==> config.mk <==
export PLATFORM = sky130hd
export DESIGN_NAME = bin2bcd_seq_flat
export DESIGN_NICKNAME = d
export VERILOG_FILES = /design/src/rtl/display_pkg.sv /design/src/rtl/bin2bcd_seq_if.sv /design/src/rtl/bcd_add3.sv /design/src/rtl/bin2bcd_seq.sv /design/src/flat_wrapper.sv
export SDC_FILE = /design/constraint.sdc
export NUM_CORES = 1
export LEC_CHECK = 0
export BUFFER_PORTS_ARGS = -buffer_cell sky130_fd_sc_hd__buf_4
export CAP_MARGIN = 20
export CORE_UTILIZATION = 30
export CTS_CLUSTER_SIZE = 8
export DETAILED_ROUTE_END_ITERATION = 6
export GPL_TIMING_DRIVEN = 0
export HOLD_SLACK_MARGIN = 0.15
export MAX_ROUTING_LAYER = met4
export PLACE_DENSITY = 0.46
export SETUP_SLACK_MARGIN = 0.5
export SLEW_MARGIN = 25
export SYNTH_ARGS = -nofsm -noshare
export SYNTH_HDL_FRONTEND = slang
export SYNTH_SLANG_ARGS = --single-unit
export TNS_END_PERCENT = 100
==> constraint.sdc <==
create_clock -name clk -period 4.1 [get_ports clk]
set_input_delay 0.41 -clock clk [delete_from_list [all_inputs] [get_ports clk]]
set_output_delay 0.41 -clock clk [all_outputs]
set_load 0.02 [all_outputs]
==> src/rtl/display_pkg.sv <==
// Shared constants for the display path: digit width, default digit count,
// converter FSM encoding and the largest value representable in BCD.
package display_pkg;

    localparam int unsigned DIGIT_W    = 4;
    localparam int unsigned DIGITS_DEF = 3;

    localparam logic [1:0] ST_IDLE  = 2'd0;
    localparam logic [1:0] ST_SHIFT = 2'd1;
    localparam logic [1:0] ST_DONE  = 2'd2;

    // Largest value that fits in the given number of decimal digits.
    function automatic int unsigned max_val(input int unsigned digits);
        int unsigned p;
        p = 1;
        for (int unsigned i = 0; i < digits; i++) begin
            p = p * 10;
        end
        return p - 1;
    endfunction

endpackage

==> src/rtl/bin2bcd_seq_if.sv <==
// Start/busy/done handshake between the score producer and the BCD converter.
interface bin2bcd_seq_if #(
    parameter int unsigned BIN_WIDTH = 10,
    parameter int unsigned DIGITS    = 3
);
    import display_pkg::*;

    localparam int unsigned BCD_W = DIGIT_W * DIGITS;

    logic                 start;
    logic [BIN_WIDTH-1:0] binario;
    logic [BCD_W-1:0]     valor;
    logic                 busy;
    logic                 done;
    logic                 overflow;

    modport master (output start, binario, input valor, busy, done, overflow);
    modport slave  (input start, binario, output valor, busy, done, overflow);

endinterface

==> src/rtl/bcd_add3.sv <==
// Double-dabble digit correction: add 3 to a BCD digit of 5 or more.
module bcd_add3
    import display_pkg::*;
(
    input  logic [DIGIT_W-1:0] digit,
    output logic [DIGIT_W-1:0] adjusted_c
);

    assign adjusted_c = (digit >= DIGIT_W'(5)) ? digit + DIGIT_W'(3) : digit;

endmodule

==> src/rtl/bin2bcd_seq.sv <==
// Sequential binary-to-BCD converter, one input bit per clock; the result
// register only changes on completion so the display never sees partial work.
module bin2bcd_seq
    import display_pkg::*;
#(
    parameter int unsigned BIN_WIDTH = 10,
    parameter int unsigned DIGITS    = DIGITS_DEF
) (
    input logic          clk,
    input logic          reset,
    bin2bcd_seq_if.slave bus
);

    localparam int unsigned BCD_W   = DIGIT_W * DIGITS;
    localparam int unsigned SCR_W   = BCD_W + BIN_WIDTH;
    localparam int unsigned CNT_W   = $clog2(BIN_WIDTH + 1);
    localparam int unsigned MAX_VAL = max_val(DIGITS);

    logic [1:0]       state,       state_nxt;
    logic [SCR_W-1:0] scratch,     scratch_nxt;
    logic [CNT_W-1:0] cnt,         cnt_nxt;
    logic             ovf_pending, ovf_pending_nxt;
    logic [BCD_W-1:0] valor,       valor_nxt;
    logic             overflow,    overflow_nxt;
    logic             busy,        busy_nxt;
    logic             done,        done_nxt;

    logic [BCD_W-1:0] bcd_adj;

    // Per-digit correction applied before every shift.
    for (genvar g = 0; g < DIGITS; g++) begin : g_digit
        bcd_add3 u_add3 (
            .digit      (scratch[BIN_WIDTH + g*DIGIT_W +: DIGIT_W]),
            .adjusted_c (bcd_adj[g*DIGIT_W +: DIGIT_W])
        );
    end

    always_comb begin
        state_nxt       = state;
        scratch_nxt     = scratch;
        cnt_nxt         = cnt;
        ovf_pending_nxt = ovf_pending;
        valor_nxt       = valor;
        overflow_nxt    = overflow;
        done_nxt        = 1'b0;

        case (state)
            ST_IDLE: begin
                if (bus.start) begin
                    scratch_nxt     = {BCD_W'(0), bus.binario};
                    cnt_nxt         = CNT_W'(BIN_WIDTH);
                    ovf_pending_nxt = (32'(bus.binario) > MAX_VAL);
                    state_nxt       = ST_SHIFT;
                end
            end
            ST_SHIFT: begin
                // Top corrected bit is always shifted out; digits stay <= 9.
                scratch_nxt = SCR_W'({bcd_adj, scratch[BIN_WIDTH-1:0]} << 1);
                cnt_nxt     = cnt - CNT_W'(1);
                if (cnt == CNT_W'(1)) begin
                    state_nxt = ST_DONE;
                end
            end
            ST_DONE: begin
                done_nxt  = 1'b1;
                state_nxt = ST_IDLE;
                if (ovf_pending) begin
                    valor_nxt    = {DIGITS{4'h9}};
                    overflow_nxt = 1'b1;
                end else begin
                    valor_nxt    = scratch[SCR_W-1 -: BCD_W];
                    overflow_nxt = 1'b0;
                end
            end
            default: state_nxt = ST_IDLE;
        endcase

        busy_nxt = (state_nxt != ST_IDLE);
    end

    always_ff @(posedge clk) begin
        if (reset) begin
            state       <= ST_IDLE;
            scratch     <= '0;
            cnt         <= '0;
            ovf_pending <= 1'b0;
            valor       <= '0;
            overflow    <= 1'b0;
            busy        <= 1'b0;
            done        <= 1'b0;
        end else begin
            state       <= state_nxt;
            scratch     <= scratch_nxt;
            cnt         <= cnt_nxt;
            ovf_pending <= ovf_pending_nxt;
            valor       <= valor_nxt;
            overflow    <= overflow_nxt;
            busy        <= busy_nxt;
            done        <= done_nxt;
        end
    end

    assign bus.valor    = valor;
    assign bus.overflow = overflow;
    assign bus.busy     = busy;
    assign bus.done     = done;

endmodule

==> src/flat_wrapper.sv <==
// flat-port wrapper written by rule: the top's interface ports become plain ports
module bin2bcd_seq_flat import display_pkg::*;
#(
    parameter int unsigned BIN_WIDTH = 10,
    parameter int unsigned DIGITS    = DIGITS_DEF
)
  (clk, reset, bus_start, bus_binario, bus_valor, bus_busy, bus_done, bus_overflow);
  bin2bcd_seq_if #(.BIN_WIDTH(BIN_WIDTH), .DIGITS(DIGITS)) bus_i ();
  input logic clk;
  input logic reset;
  input wire logic [$bits(bus_i.start)-1:0] bus_start;
  input wire logic [$bits(bus_i.binario)-1:0] bus_binario;
  output wire logic [$bits(bus_i.valor)-1:0] bus_valor;
  output wire logic [$bits(bus_i.busy)-1:0] bus_busy;
  output wire logic [$bits(bus_i.done)-1:0] bus_done;
  output wire logic [$bits(bus_i.overflow)-1:0] bus_overflow;
  assign bus_i.start = bus_start;
  assign bus_i.binario = bus_binario;
  assign bus_valor = bus_i.valor;
  assign bus_busy = bus_i.busy;
  assign bus_done = bus_i.done;
  assign bus_overflow = bus_i.overflow;
  bin2bcd_seq #(.BIN_WIDTH(BIN_WIDTH), .DIGITS(DIGITS)) u_core (.clk(clk), .reset(reset), .bus(bus_i));
endmodule
Yosys cells after proc, flatten, opt, wreduce, memory -nomap -nowiden
Index checks and enable logic that the tools add are counted.
{ "op_classes": {"n_addsub": 4, "n_mux": 13, "n_eq_ne": 4, "order_cmp": 4, "n_reduce_logical": 5} }
{ "op_table": {"columns": ["op", "count"], "rows": [
  ["case mux 22 bit (2 select lines)", 1],
  ["two-way mux 22 bit", 1],
  [">= comparator 4 x 3 -> 1 bit (second input constant)", 3],
  ["two-way mux 12 bit", 1],
  ["two-way mux 4 bit", 3],
  ["greater-than comparator 10 bit (second input constant)", 1],
  ["adder 4 x 2 -> 4 bit (second input constant)", 2],
  ["case mux 4 bit (2 select lines)", 1],
  ["== test 4 x 1 -> 1 bit (second input constant)", 1],
  ["two-way mux 2 bit", 2],
  ["case mux 2 bit (2 select lines)", 1],
  ["AND reduction 2 bit", 2],
  ["nonzero test 2 bit", 2],
  ["subtractor 4 x 1 -> 4 bit (second input constant)", 1],
  ["adder 3 x 2 -> 3 bit (second input constant)", 1],
  ["two-way mux 3 bit", 1],
  ["== test 2 x 1 -> 1 bit (second input constant)", 1],
  ["== test 2 bit (second input constant)", 1],
  ["logical NOT 2 bit", 1],
  ["two-way mux 1 bit", 2],
  ["inequality test 2 bit (second input constant)", 1]
]} }
{ "word_totals": {"in_bits": 13, "out_inout_bits": 15, "regBits": 44} }

Logic depth before layout (Yosys ltp)
{ "logic_depth": {"ltp_word": 4, "ltp_mapped": 6} }

Modules after synthesis
A second synthesis with hierarchy kept.
{ "unflattened": {"hier_cells": 210, "hier_area_um2": 1989.4} }
{ "modules_own_cells": {"columns": ["mod", "cells_per_inst", "area_each_um2", "seq_area_each_um2", "instances"], "rows": [
  ["bin2bcd_seq", 162, 1685.4, 880.8, 1],
  ["bcd_add3", 16, 101.3, 0.0, 3]
]} }

Worst setup path before layout
No wires, ideal clock.
{ "synth_timing": {"path_kind": "register to register", "start": "register u_core.scratch[11]", "end": "register u_core.scratch[12]", "n_path_buf": 0, "required_ns": 3.983, "setup_ns": 0.117, "stages_incl_launch_ff": 7, "slack_ns": 2.749, "arrival_time_ns": 1.234, "cell_sequence": "dfxtp_1 inv_1 ha_1 nand2b_1 a21oi_1 mux2i_1 a22o_1"} }
{ "synth_via": {"elab_chain_len": 3, "word_cells_on_any_way": 4, "classes_between": "1 x add/sub; 1 x order compare; 2 x mux"} }
{ "synth_lines": {"columns": ["item", "line", "source"], "rows": [
  ["start: declaration", "bin2bcd_seq.sv:20", "logic [SCR_W-1:0] scratch, scratch_nxt;"],
  ["start signal: assignment", "bin2bcd_seq.sv:93", "scratch <= scratch_nxt;"],
  ["adder 4 x 2 -> 4 bit or >= comparator 4 x 3 -> 1 bit (tied branches)", "bcd_add3.sv:9", "assign adjusted_c = (digit >= DIGIT_W'(5)) ? digit + DIGIT_W'(3) : digit;"],
  ["two-way mux 4 bit *", "bcd_add3.sv:9", null],
  ["case mux 22 bit (2 select lines) *", "bin2bcd_seq.sv:47", "case (state)"]
]} }
Mark *: on every way between the ends. The rest lies on a longest branch, timed or not.
A chain may end at the register's enable or synchronous reset.

Final worst setup path
{ "layout_timing": {"start": "register u_core.scratch[15]", "end": "register u_core.scratch[16]"} }
The elaborated chain is that of the path after synthesis.

==> flow_summary.yaml <==
run_status:
  status: "completed"
cells_and_area:
  areaGrowthSynthToFinish_pct: 19.94
  antenna_cells: 0
  fillers: 649
  seqCellArea_um2: 880.8
  drive_above_1_share_pct: 16.99
  final_common_cell: "dfxtp_1"
  final_nets: 279
  layout_common_cells: "44 x dfxtp_1, 29 x nor2_1, 27 x buf_4"
  multi_input_area_um2: 958.4
yosys:
  yosysSeqAreaShare_pct: 45.42
  synth_top_area_share_pct: 45.42
  ys_types: 35
  synthSimpleGateAreaFrac_pct: 24.90
  avgSynthCellArea_um2: 8.619
  synthXorXnorAreaFrac_pct: 2.258
  synth-compound-area-share_pct: 15.55
  ys_ff_latch: 44
  synth_fa_ha_area_share_pct: 5.161
  synth_mux_area_share_pct: 1.548
  synthesis.nets: 246
  synth_top_family_by_area: "simple AND/OR/NAND/NOR gates"
  synth_top_area_cell: "dfxtp_1"
  ys_warn_count: 0
  syn_inst: 225
  synth_area_leaders: "dfxtp_1 45%, nor3_1 6.5%, nor2_1 5.6%"
  syn_area_mm2: 0.001939
route:
  vias: 1641
  drtAntennaViolNets: 0
  first_pass_iters: 4
  postRouteWirelength_mm: 4.682
  drc: 0
  routedWlPerCell_um: 14.02
  first_iter_violations: 140
  vias_per_cell: 4.913
clocking:
  clk_pin_slew_ns: 0.09
  cts_tree: "yes"
  h-tree-depth: 2
  numCtsBuffers: 5
  ctsResizeCount: 0
  ctsHoldBuffers: 0
  cts_setup_buffers: 0
  cts_sinks: 44
  clockRootBuffer: "clkbuf_8"
  clock_path_buffers: 2
  insertion_delay_ns: 0.30
floorplan:
  die_y_um: 82.40
  pin_count: 28
  die_x_um: 82.40
  die_area_mm2: 0.006790
  rows: 28
  core_mm2: 0.006061
  initial_core_util_pct: 32.00
power_and_ir_drop:
  p_leak_uw: 0.0009309
  power.density_mw_per_mm2: 361.3
  power.total_uw: 840.4
  irDropWorstVdd_v: 0.0001307
global_routing:
  grt_pass1_wl_mm: 7.921
  antenna_found_initial: 0
  overflow: 0
  grt_usage_pct: 16.40
  first_global_vias: 1598
  grt_max_degree: 15
placed_design:
  gp_congestion: 0.7286
  hpwlAfterDp_mm: 3.230
  io_buffers: 26
critical_path:
  required_ns: 4.30
  cp.arrival_ns: 1.68
  r2r_end: "u_core.scratch[16]$_SDFFE_PP0P_"
  rr_startpoint: "u_core.scratch[15]$_SDFFE_PP0P_"
  crit_start: "u_core.scratch[15]$_SDFFE_PP0P_"
  cp-end-kind: "flop"
  crit_type: "flop to flop"
  start_kind: "flop"
  crit_end: "u_core.scratch[16]$_SDFFE_PP0P_"
  rr_worst_depth: 6
  reg2reg_slack_ns: 2.63
  crit_fanout: 4
sta:
  post-route-period-util_pct: 35.90
  finalSetupViolations: 0
  rsz0062_at_grt: "no"
  skew_ns: 0.008179
  max_freq_mhz: 679.4
  final_hold_viol_count: 0
  tightest_slew_ns: 0.5951
  min_period_ns: 1.472
  slew_viol_final: 0
  setup_tns_ns: 0
  maxSlewHeadroom_pct: 60.18
job:
  drv_cap: 0
min_path:
  hp-class: "input pin to flop"
[state kept, by name (all words and copies together) (netlist names)]
| name | cells |
|---|---|
| u_core.bus.busy | 1 |
| u_core.cnt | 4 |
| u_core.bus.done | 1 |
| u_core.bus.valor | 12 |
| u_core.scratch | 22 |
| u_core.ovf_pending | 1 |
| u_core.bus.overflow | 1 |
| u_core.state | 2 |
[Yosys cell counts]
cell,instances
and4_1,1
buf_6,1
a22o_1,8
dfxtp_1,44
inv_1,9
and2b_1,1
nand3_1,3
o21ai_0,7
a211oi_1,1
a21oi_1,16
nor3b_1,1
nor3_1,25
nor2b_1,10
a22oi_1,2
o2111ai_1,1
nand2b_1,5
and3_1,1
nand3b_1,4
mux2i_1,3
clkbuf_1,6
buf_4,1
nor2_2,1
a311oi_1,1
xor2_1,2
or3_1,3
o21ai_1,1
nor2_4,1
ha_1,8
xnor2_1,3
o22ai_1,9
a221oi_2,1
buf_2,5
nand2_1,10
or2_1,1
nor2_1,29
[logic make-up after synthesis]
group / Yosys count
muxes: 3
adders and majority gates: 8
AOI/OAI and AO/OA: 47
and+or+nand+nor: 96
buffers and inverters: 22
xor gates and xnor gates: 5
DFF: 44
[worst min-delay path by stage]
stage | startpoint | endpoint | slack, ns | cells past startpoint
CTS | bus_binario[0] | u_core.scratch[0]$_SDFFE_PP0P_ | 0.34 | 3
floorplan | u_core.scratch[19]$_SDFFE_PP0P_ | u_core.scratch[19]$_SDFFE_PP0P_ | 0.45 | 1
finish | bus_binario[0] | u_core.scratch[0]$_SDFFE_PP0P_ | 0.35 | 3
global route | bus_binario[0] | u_core.scratch[0]$_SDFFE_PP0P_ | 0.36 | 3
global placement | u_core.bus.valor[9]$_SDFFE_PP0P_ | u_core.bus.valor[9]$_SDFFE_PP0P_ | 0.44 | 2
detailed placement | u_core.bus.valor[6]$_SDFFE_PP0P_ | u_core.bus.valor[6]$_SDFFE_PP0P_ | 0.45 | 2
[per-layer routing]
metal | vias up | GRT usage [%] | part of all wire [%]
met3 | 8 | 3.297 | 4.0
met2 | 38 | 25.04 | 45
met5 | - | - | 0
li1 | 846 | - | -
met4 | 0 | 6.316 | 1.6
met1 | 749 | 21.20 | 50
[metrics by stage]
| step | hold WS [ns] | utilization [%] | std cells | instance area (um^2) | worst slack (ns) |
|---|---|---|---|---|---|
| finish | 0.3455 | 38.38 | 334 | 2326 | 2.628 |
| global route | 0.3605 | 38.38 | 334 | 2326 | 2.491 |
| CTS | 0.3381 | 38.38 | 334 | 2326 | 2.601 |
| detailed placement | 0.4469 | 36.77 | 326 | 2228 | 2.464 |
| global placement | 0.4408 | 36.77 | 326 | 2228 | 2.497 |
| floorplan | 0.4494 | - | 225 | 1939 | 2.749 |
[final cells by class]
class / instances / area share (%)
Clock inverter: 2 / 0.6455
Multi-Input combinational cell: 159 / 41.20
Clock buffer: 6 / 3.550
Buffer: 13 / 2.851
Tap cell: 75 / 4.034
Inverter: 9 / 1.452
Sequential cell: 44 / 37.87
Timing Repair Buffer: 26 / 8.392
[power breakdown]
part	internal, uW	leakage, uW	switching [uW]
Combinational	40.0	0.000529	51.1
Clock	137	0.0000434	158
Sequential	443	0.000359	11.2
Total	620	0.000931	221
[worst max-delay path: stages, from the launching register on]
cell      delay [ns]
dfxtp_1         0.37
inv_1           0.10
ha_1            0.18
nand2b_1        0.13
a21oi_1         0.29
mux2i_1         0.12
a22o_1          0.20
Power figures use the tool's default switching activity.
